$ cat src/rtl/lc3b_types.sv
// Shared LC-3b pipeline types: register index, forwarding select encoding and
// the scoreboard entries the forwarding unit keeps for the EX and MEM stages.
package lc3b_types;

  typedef logic [2:0] lc3b_reg;

  typedef enum logic [1:0] {
    FWD_RF   = 2'b00,
    FWD_MEM  = 2'b01,
    FWD_WB   = 2'b10,
    FWD_ZERO = 2'b11
  } lc3b_fwd_sel;

  typedef struct packed {
    logic    valid;
    lc3b_reg dest;
    logic    regwrite;
    logic    is_load;
  } lc3b_sb_entry;

  // MEM never needs is_load: a load there is forwarded from WB like any result.
  typedef struct packed {
    logic    valid;
    lc3b_reg dest;
    logic    regwrite;
  } lc3b_mem_entry;

  localparam lc3b_sb_entry  SB_BUBBLE  = '0;
  localparam lc3b_mem_entry MEM_BUBBLE = '0;

endpackage

$ cat src/rtl/fwd_sel_calc.sv
// Combinational: one operand's source vs the EX/MEM producers -> forward select
// (youngest producer wins) plus a flag when the EX producer is a load (must stall).
module fwd_sel_calc
  import lc3b_types::*;
(
  input  logic          used,
  input  lc3b_reg       src,
  input  lc3b_sb_entry  ex_ent,
  input  lc3b_mem_entry mem_ent,
  output lc3b_fwd_sel   sel,
  output logic          load_hit
);

  logic ex_match;
  logic mem_match;

  assign ex_match  = used & ex_ent.valid & ex_ent.regwrite & (src == ex_ent.dest);
  assign mem_match = used & mem_ent.valid & mem_ent.regwrite & (src == mem_ent.dest);
  assign load_hit  = ex_match & ex_ent.is_load;

  always_comb begin
    sel = FWD_RF;
    if (ex_match && !ex_ent.is_load) begin
      sel = FWD_MEM;
    end else if (mem_match) begin
      sel = FWD_WB;
    end
  end

endmodule

$ cat src/rtl/forward_unit.sv
// Forwarding/hazard control: registered opA/opB/store selects one cycle after the
// consumer enters EX; state holds while advance=0; load-use raises stall_id combinationally.
module forward_unit
  import lc3b_types::*;
#(
  parameter int REG_W = 3,
  parameter int SEL_W = 2
) (
  input  logic             clk,
  input  logic             reset_n,
  input  logic             advance,
  input  logic             flush,
  input  logic             id_valid,
  input  logic [REG_W-1:0] id_sr1,
  input  logic             id_sr1_used,
  input  logic [REG_W-1:0] id_sr2,
  input  logic             id_sr2_used,
  input  logic [REG_W-1:0] id_srst,
  input  logic             id_srst_used,
  input  logic [REG_W-1:0] id_dest,
  input  logic             id_regwrite,
  input  logic             id_is_load,
  output logic [SEL_W-1:0] opAmux_sel,
  output logic [SEL_W-1:0] opBmux_sel,
  output logic [SEL_W-1:0] opSrmux_sel,
  output logic             stall_id
);

  lc3b_sb_entry  ex_q, ex_d;
  lc3b_mem_entry mem_q, mem_d;
  lc3b_fwd_sel   sel_a_q, sel_a_d, sel_b_q, sel_b_d, sel_s_q, sel_s_d;
  lc3b_fwd_sel   calc_a, calc_b, calc_s;
  logic          hit_a, hit_b, hit_s;

  fwd_sel_calc u_calc_a (
    .used(id_sr1_used), .src(lc3b_reg'(id_sr1)), .ex_ent(ex_q), .mem_ent(mem_q),
    .sel(calc_a), .load_hit(hit_a)
  );
  fwd_sel_calc u_calc_b (
    .used(id_sr2_used), .src(lc3b_reg'(id_sr2)), .ex_ent(ex_q), .mem_ent(mem_q),
    .sel(calc_b), .load_hit(hit_b)
  );
  fwd_sel_calc u_calc_s (
    .used(id_srst_used), .src(lc3b_reg'(id_srst)), .ex_ent(ex_q), .mem_ent(mem_q),
    .sel(calc_s), .load_hit(hit_s)
  );

  // A flushed ID instruction never reaches EX, so it cannot cause a stall.
  assign stall_id = id_valid & ~flush & (hit_a | hit_b | hit_s);

  always_comb begin
    ex_d    = ex_q;
    mem_d   = mem_q;
    sel_a_d = sel_a_q;
    sel_b_d = sel_b_q;
    sel_s_d = sel_s_q;
    if (advance) begin
      if (flush) begin
        ex_d    = SB_BUBBLE;
        mem_d   = MEM_BUBBLE;
        sel_a_d = FWD_RF;
        sel_b_d = FWD_RF;
        sel_s_d = FWD_RF;
      end else begin
        mem_d = '{valid: ex_q.valid, dest: ex_q.dest, regwrite: ex_q.regwrite};
        if (stall_id) begin
          ex_d    = SB_BUBBLE;
          sel_a_d = FWD_RF;
          sel_b_d = FWD_RF;
          sel_s_d = FWD_RF;
        end else begin
          ex_d = '{valid: id_valid, dest: lc3b_reg'(id_dest),
                   regwrite: id_regwrite & id_valid, is_load: id_is_load};
          sel_a_d = calc_a;
          sel_b_d = calc_b;
          sel_s_d = calc_s;
        end
      end
    end
  end

  always_ff @(posedge clk or negedge reset_n) begin
    if (!reset_n) begin
      ex_q    <= SB_BUBBLE;
      mem_q   <= MEM_BUBBLE;
      sel_a_q <= FWD_RF;
      sel_b_q <= FWD_RF;
      sel_s_q <= FWD_RF;
    end else begin
      ex_q    <= ex_d;
      mem_q   <= mem_d;
      sel_a_q <= sel_a_d;
      sel_b_q <= sel_b_d;
      sel_s_q <= sel_s_d;
    end
  end

  assign opAmux_sel  = SEL_W'(sel_a_q);
  assign opBmux_sel  = SEL_W'(sel_b_q);
  assign opSrmux_sel = SEL_W'(sel_s_q);

endmodule

$ cat config.mk
export PLATFORM = sky130hd
export DESIGN_NAME = forward_unit
export DESIGN_NICKNAME = d
export VERILOG_FILES = /design/src/rtl/lc3b_types.sv /design/src/rtl/fwd_sel_calc.sv /design/src/rtl/forward_unit.sv
export SDC_FILE = /design/constraint.sdc
export NUM_CORES = 1
export LEC_CHECK = 0
export CORE_ASPECT_RATIO = 0.7
export CORE_MARGIN = 1
export CORE_UTILIZATION = 41
export DETAILED_ROUTE_END_ITERATION = 7
export GPL_TIMING_DRIVEN = 0
export PLACE_DENSITY_LB_ADDON = 0.3
export SLEW_MARGIN = 10
export SYNTH_ARGS = -nofsm -noshare
export SYNTH_HDL_FRONTEND = slang
export SYNTH_SLANG_ARGS = --single-unit
$ cat constraint.sdc
create_clock -name clk -period 1.8 [get_ports clk]
set_clock_uncertainty 0.1 [all_clocks]
set_input_delay 0.18 -clock clk [delete_from_list [all_inputs] [get_ports clk]]
set_output_delay 0.18 -clock clk [all_outputs]
set_load 0.05 [all_outputs]
-- After elaboration in Yosys (flattened, before gate mapping)
Index checks and enable logic that the tools add are counted.
- bits of input ports: 22
- output and inout bits: 7
- bits in registers: 17
- logic and storage cells: 62
- bitwise operators: 27
- mux-type cells: 15
- eq/ne operators: 6
- reduce and logical (&&, ||, !) cells: 4
- operators by type and width (operator ; count):
    $and A1 B1 Y1 ; 24
    $mux W2 ; 12
    $eq A3 B3 Y1 ; 6
    $mux W6 ; 2
    $mux W5 ; 1
    $logic_and A1 B1 Y1 ; 3
    $or A1 B1 Y1 ; 2
    $logic_not A1 Y1 ; 1
    $not A1 Y1 ; 1

-- Depth between registers and ports, before layout
Gate-level depths: netlist of run 1.
- word-level depth: 9
- depth in mapped cells: 5

-- By module
A second synthesis of run 1 with hierarchy kept.
- cells, all modules: 96
- area, all modules: 1007.2 um^2
- modules (own cells, without submodules) (module ; area each (um^2) ; cells an instance ; instances):
    forward_unit ; 699.4 ; 54 ; 1
    fwd_sel_calc ; 102.6 ; 14 ; 3

-- Least setup slack after synthesis of run 1
OpenSTA, ideal clock, no wires.
- kind: register to register
- start point: register ex_q[4] (netlist bit)
- end point: register sel_a_q[1], in the netlist opAmux_sel[1]
- buffers on the path: 1
- path slack: -271 ps
- period minus slack after synthesis: 2071 ps
- cell stages (with the launch flop): 6
- arrival time: 1824 ps
- path through: dfrtp_1 > buf_6 > xor2_1 > or4_4 > a31oi_4 > o32ai_1
- longest elaborated chain between the ends: 8
- elaborated cells on any way between the ends: 16
- RTL lines (what ; line ; source):
    start, declared ; forward_unit.sv:29 ; lc3b_sb_entry ex_q, ex_d;
    start signal, assigned ; forward_unit.sv:84 ; ex_q <= SB_BUBBLE;
    start signal, assigned ; forward_unit.sv:90 ; ex_q <= ex_d;
    $eq A3 B3 Y1 ; fwd_sel_calc.sv:17 ; assign ex_match = used & ex_ent.valid & ex_ent.regwrite & (src == ex_ent.dest);
    $and A1 B1 Y1 ; fwd_sel_calc.sv:17 ;
    $and A1 B1 Y1 ; fwd_sel_calc.sv:19 ; assign load_hit = ex_match & ex_ent.is_load;
    $or A1 B1 Y1 ; forward_unit.sv:49 ; assign stall_id = id_valid & ~flush & (hit_a | hit_b | hit_s);
    $or A1 B1 Y1 (*) ; forward_unit.sv:49 ;
    $and A1 B1 Y1 (*) ; forward_unit.sv:49 ;
    via stall_id ; forward_unit.sv:26 ; output logic stall_id
    $mux W2 (*) ; forward_unit.sv:66 ; if (stall_id) begin
    $mux W2 (*) ; forward_unit.sv:58 ; if (flush) begin
    end signal, assigned ; forward_unit.sv:92 ; sel_a_q <= sel_a_d;
    end, declared ; forward_unit.sv:31 ; lc3b_fwd_sel sel_a_q, sel_a_d, sel_b_q, sel_b_d, sel_s_q, sel_s_d;
The timed path passes the listed nets; every way through them passes the cells marked *.
A chain may end at the register's enable or synchronous reset.

-- Worst setup path in the final report of run 1
- start point: register ex_q[3] (netlist bit)
- end point: output stall_id
- longest elaborated chain between the ends: 6
- elaborated cells on any way between the ends: 12
- RTL lines (what ; line):
    $eq A3 B3 Y1 ; fwd_sel_calc.sv:17
    $and A1 B1 Y1 ; fwd_sel_calc.sv:17
    $and A1 B1 Y1 ; fwd_sel_calc.sv:19
    $or A1 B1 Y1 ; forward_unit.sv:49
    $or A1 B1 Y1 (*) ; forward_unit.sv:49
    $and A1 B1 Y1 (*) ; forward_unit.sv:49
    end, declared ; forward_unit.sv:26
Mark *: on every way between the ends. The rest lies on a longest branch, timed or not.

==> flow_summary.ini, run 1 <==
[critical_path]
slowest_delay_ns = 0.56
crit_buf_inv = 1
cp_max_fo = 4
crit_type = reg -> out
cp.arrival_ns = 1.93
cp_slowest_cell = or4_4
timing.critical_path.cells = xor2_1 > or4_4 > a31oi_4 > buf_6
critPathTopFamily = simple AND/OR/NAND/NOR gates
end_kind = output pin
critPathLaunchType = flop
required_ns = 1.52

[detailed_routing]
firstDrtPassIters = 4
route.detailed.drc = 0
drtIter0Drc = 27
vias_per_cell = 5.39
avgRoutedWirePerCell_um = 16.3
wl_um = 2720
ant_nets = 0
vias = 900

[final_layout]
nNetsFinal = 158
area_delta_synth_final_pct = 48.3
diodes = 0
drive_gt1_frac = 0.170
final_area_um2 = 1450
utilization = 0.658

[placed_design]
dp_hpwl_um = 1850
place.port_buffers = 28
placed_area_um2 = 1310
place_congestion = 0.803

[timing]
tightest_slew_ns = 0.762
final-hold-violation-count = 0
drv_slew = 0
setup_slack_ns = -0.406
slew_headroom = 0.491
period_needed_ns = 2.21
rsz0062_at_grt = yes
setup_viol_count_final = 10
max_clock_freq_mhz = 453
period_share = 1.23

[run]
maxCapViolations = 0

[cts]
cts.sinks = 17
cts_root_buf = clkbuf_4
clk_path_buf_depth = 2
cts_tree = done
h-tree-depth = 1
clk_pin_slew_ns = 0.10
insertion_delay_ns = 0.30
cts_hold_buf = 0
cts_buffers = 3

[floorplanning]
pin_count = 29
core-area_um2 = 2210
start_util = 0.444
dieArea_um2 = 2590
fp-row-count = 14
die_y_um = 42.9
die_x_um = 60.4

[power_and_ir_drop]
p_leak_uw = 0.000614
vdd_drop_max_v = 0.000415
power.density_nw_per_um2 = 558

[synthesis]
synth_area_um2 = 980
yosysWarnings = 0
synth_nets = 119
synth_cells = 97
yosysSeqAreaShare = 0.434
yosys-top-cells-area = dfrtp_1 43%, xor2_1 13%, o2bb2ai_1 5.4%
synth_seq_cells = 17
postSynthAreaPerCell_um2 = 10.1
synth_top_area_share = 0.434
yosys.area.top_type = dfrtp_1
yosysUniqueCellTypes = 24

[run_status]
outcome = finished, violations left
violations = setup timing

[hold_path]
hold_class = in -> async

[global_routing]
grt_max_degree = 18
grt_pass1_vias = 836
overflow = 0
grt_pass1_wl_um = 4050
grt_antenna_before_repair = 0
grtUsageTotal = 0.224
per-layer routing:
metal	up-vias	GRT usage	part of all wire
li1	427	-	-
met1	439	0.331	0.48
met2	32	0.327	0.45
met3	2	0.0640	0.069
met4	0	0.0409	0.0040
met5	-	0	0
path summary, 6_finish.rpt:
check,start,end,slack (ns),cells past startpoint
hold reg to reg,opBmux_sel[0]$_DFFE_PN0P_,opBmux_sel[0]$_DFFE_PN0P_,0.40,1
max in group asynchronous,reset_n,ex_q[3]$_DFFE_PN0P_,0.86,1
setup / recovery,ex_q[3]$_DFFE_PN0P_,stall_id,-0.41,4
setup reg to reg,ex_q[3]$_DFFE_PN0P_,opSrmux_sel[1]$_DFFE_PN0P_,-0.34,8
hold / removal,reset_n,opBmux_sel[0]$_DFFE_PN0P_,0.22,1
min in group clk,id_dest[2],ex_q[4]$_DFFE_PN0P_,0.32,3
cell families after synthesis:
logic type,Yosys count,share of synthesized area
buf+inv,14,0.0690
xor+xnor,18,0.161
flops,17,0.434
simple gates,25,0.143
compound gates,23,0.193
state kept, by name, summed over array words and instances (netlist names):
signal / cells
ex_q: 6
opBmux_sel: 2
opAmux_sel: 2
mem_q: 5
opSrmux_sel: 2
layout by cell type (no fill, tap or decap):
cell type,n
clkdlybuf4s50_1,25
xor2_1,15
dfrtp_1,15
inv_1,10
buf_6,8
nand2_1,8
o2bb2ai_1,6
nand3_1,5
or4_4,3
nand3b_1,3
o21ai_0,3
xnor2_1,3
nor2_1,3
clkbuf_4,3
and2b_1,2
a31oi_4,2
o32ai_1,2
clkbuf_1,2
o22ai_1,2
o31ai_1,2
dfrtp_2,2
dlymetal6s2s_1,2
buf_4,2
o2111ai_1,1
o2111ai_2,1
o2111ai_4,1
o32ai_2,1
or3_1,1
a2bb2oi_1,1
o21ai_1,1
metrics by stage:
step / setup TNS [ns] / cells / total power, uW / hold slack (ns) / worst slack, ns
2_1_floorplan: -1.15 / 97 / 506 / -0.216 / -0.178
3_3_place_gp: -2.99 / 157 / 588 / 0.371 / -1.01
3_5_place_dp: -3.03 / 157 / 595 / 0.378 / -1.00
4_1_cts: -1.35 / 164 / 807 / 0.245 / -0.401
5_1_grt: -2.97 / 167 / 853 / 0.266 / -0.448
6_report: -2.57 / 167 / 811 / 0.218 / -0.406
synthesized netlist by cell type, drive strengths merged:
| master | number |
|---|---|
| o2bb2ai | 6 |
| a31oi | 2 |
| clkbuf | 2 |
| and2b | 2 |
| nor2 | 3 |
| nand3b | 3 |
| xnor2 | 3 |
| or4 | 3 |
| nand3 | 5 |
| o22ai | 2 |
| xor2 | 15 |
| a2bb2oi | 1 |
| o31ai | 2 |
| or3 | 1 |
| o21ai | 4 |
| nand2 | 8 |
| dfrtp | 17 |
| inv | 10 |
| o2111ai | 3 |
| buf | 2 |
| o32ai | 3 |
cell type report:
class	count	area, um2
flip-flops and latches	17	428
fillers	185	754
plain buffers	3	26.3
inverters	10	37.5
clock buffers	4	26.3
repair buffers	35	358
multi-input cells	66	537
well taps	32	40.0
repair_timing:
action	CTS	global route
buffers inserted	4	3
gates resized for setup	13	9
endpoints found under the setup margin	10	12
pin swaps	6	3
gates cloned	0	0
power by group:
group | switching, uW | internal (uW) | leakage (uW)
Sequential | 26.9 | 400 | 0.000227
Clock | 126 | 86.3 | 0.0000150
Combinational | 81.1 | 90.7 | 0.000372
Total | 234 | 577 | 0.000614
(Power assumes the default switching activity.)
==> run 2: changes to the inputs <==
--- a/config.mk
+++ b/config.mk
@@ -10,6 +10,7 @@
 export CORE_UTILIZATION = 41
 export DETAILED_ROUTE_END_ITERATION = 7
 export GPL_TIMING_DRIVEN = 0
+export HOLD_SLACK_MARGIN = 0.03
 export PLACE_DENSITY_LB_ADDON = 0.3
 export SLEW_MARGIN = 10
 export SYNTH_ARGS = -nofsm -noshare
==> results of run 2 <==
Same layout as run 1: the final DEF is identical, and so are final timing and power.
==> run 3: changes to the inputs <==
--- a/config.mk
+++ b/config.mk
@@ -7,7 +7,7 @@
 export LEC_CHECK = 0
 export CORE_ASPECT_RATIO = 0.7
 export CORE_MARGIN = 1
-export CORE_UTILIZATION = 41
+export CORE_UTILIZATION = 46
 export DETAILED_ROUTE_END_ITERATION = 7
 export GPL_TIMING_DRIVEN = 0
 export HOLD_SLACK_MARGIN = 0.03
==> constraint.sdc (replaced) <==
create_clock -name clk -period 2.2 [get_ports clk]
set_clock_uncertainty 0.1 [all_clocks]
set_input_delay 0.22 -clock clk [delete_from_list [all_inputs] [get_ports clk]]
set_output_delay 0.22 -clock clk [all_outputs]
set_load 0.05 [all_outputs]
==> run 3 against run 2 <==
Compared with the run above: the flow finishes with violations (DRC); first-iteration DRC count is 93% higher; die area decreased by 10%; hold slack better by 0.039 ns; sequential share of layout area up 2.5 points; core utilization rose by 3.4 points; count of clock-buffer cells in the layout stayed put; via count is 0.67% lower; sequential power is 19% lower; critical path depth unchanged; routed wire length is 8.6% lower; register-to-register slack improved by 0.52 ns; largest cell class unchanged; highest routed layer unchanged.
==> flow_summary.ini, run 3 (synthesized netlist as in run 1, its figures left out) <==
[global_routing]
grt_pass1_wl_um = 3830
grt_pass1_vias = 800
grt_antenna_before_repair = 0
overflow = 0
grtUsageTotal = 0.238
grt_max_degree = 18

[timing]
setup_viol_count_final = 0
tightest_slew_ns = 0.763
period_share = 0.997
slew_headroom = 0.490
period_needed_ns = 2.19
rsz0062_at_grt = yes
max_clock_freq_mhz = 456
drv_slew = 0
final-hold-violation-count = 0

[floorplanning]
start_util = 0.506
core-area_um2 = 1940
dieArea_um2 = 2320
pin_count = 29
fp-row-count = 13
die_y_um = 40.6
die_x_um = 57.2

[cts]
cts_hold_buf = 0
cts.sinks = 17
insertion_delay_ns = 0.30
h-tree-depth = 1
clk_path_buf_depth = 2
clk_pin_slew_ns = 0.11
cts_buffers = 3
cts_root_buf = clkbuf_4
cts_tree = done

[hold_path]
hold_class = in -> async

[final_layout]
top_register = ex_q
layout_common_cells = 27 x clkdlybuf4s50_1, 15 x xor2_1, 15 x dfrtp_1
nNetsFinal = 154
area_delta_synth_final_pct = 36.8
utilization = 0.692
top_regs = ex_q: 6 flops, mem_q: 5 flops
largest_reg_flops = 6
drive_gt1_frac = 0.115
diodes = 0
layout_commonest_cell = clkdlybuf4s50_1

[run]
maxCapViolations = 0

[detailed_routing]
met3_length_um = 248
firstDrtPassIters = 6
wl_met2_um = 1060
drtIter0Drc = 52
highest_layer = met4
route.detailed.drc = 2
ant_nets = 0
avgRoutedWirePerCell_um = 16.3
wl_um = 2490
drt-met1-wl_um = 1130
vias = 894
vias_per_cell = 5.84

[critical_path]
critPathTopFamily = simple AND/OR/NAND/NOR gates
cp_slowest_cell = or4_4
end_kind = output pin
timing.critical_path.cells = xor2_1 > or4_4 > a31oi_4 > buf_6
cp_max_fo = 4
crit_buf_inv = 1
critPathLaunch = ex_q[3]$_DFFE_PN0P_
crit_type = reg -> out
required_ns = 1.88
slowest_delay_ns = 0.56
cp.arrival_ns = 1.87
critPathLaunchType = flop
reg2reg_from = ex_q[3]$_DFFE_PN0P_

[power_and_ir_drop]
pwr-share-comb = 0.200
p_leak_uw = 0.000548
p_int_uw = 468
p_switching_uw = 182
p_clk_frac = 0.264
power_uw = 650
netSwitchingFraction = 0.279
vdd_drop_max_v = 0.000282
power.density_nw_per_um2 = 485
p_seq_frac = 0.536

[run_status]
outcome = finished, violations left
violations = DRC

[placed_design]
place.port_buffers = 28
dp_hpwl_um = 1770
place_congestion = 0.887
## run 3: cell types whose count changed in the layout (fill, tap and decap cells not counted), sizes merged
cell,delta
buf,-4
dlymetal6s2s,-2
clkdlybuf4s50,+2
## run 3: through the flow
| stage | hold WS, ns | worst slack, ns | cell area, um2 | setup TNS, ns | cells |
|---|---|---|---|---|---|
| CTS | 0.288 | -0.0138 | 1340 | -0.0138 | 153 |
| floorplan | -0.176 | 0.129 | 980 | 0 | 97 |
| global route | 0.315 | -0.0465 | 1340 | -0.0465 | 153 |
| detailed placement | 0.381 | -0.748 | 1290 | -0.748 | 147 |
| finish | 0.257 | 0.00611 | 1340 | 0 | 153 |
| global placement | 0.364 | -0.759 | 1290 | -0.759 | 147 |
## run 3: layout make-up
type | count | area [um2]
timing repair buffer | 31 | 304
multi-input combinational | 66 | 490
clock buffer | 4 | 26.3
fill | 158 | 596
inverter | 10 | 37.5
tap | 22 | 27.5
buffer | 3 | 26.3
sequential | 17 | 428
## run 3: power by group through the flow
stage               logic (uW)  registers, uW  clock network (uW)
finish                     130            348                 172
global route               143            350                 189
CTS                        129            347                 173
detailed placement         131            350                   0
global placement           127            349                   0
floorplan                 65.0            346                   0
## run 3: metal layers
layer	vias to the layer above	GRT usage
met4	0	0.0976
li1	416	-
met5	-	0
met3	7	0.0820
met2	50	0.368
met1	421	0.313
## run 3: repair_timing
item	4_1_cts	5_1_grt
buffers inserted	3	0
pin swaps	5	0
gates resized for setup	9	1
endpoints found under the setup margin	1	1
hold endpoints to repair	0	0
## run 3: path summary, 6_finish.rpt
kind | end | slack, ns | cells past startpoint
setup / recovery | stall_id | 0.006 | 4
hold / removal | ex_q[5]$_DFFE_PN0P_ | 0.26 | 1
setup reg to reg | ex_q[5]$_DFFE_PN0P_ | 0.18 | 5
hold reg to reg | mem_q[4]$_DFFE_PN0P_ | 0.41 | 2
max in group asynchronous | ex_q[2]$_DFFE_PN0P_ | 1.21 | 1
min in group clk | ex_q[3]$_DFFE_PN0P_ | 0.37 | 3
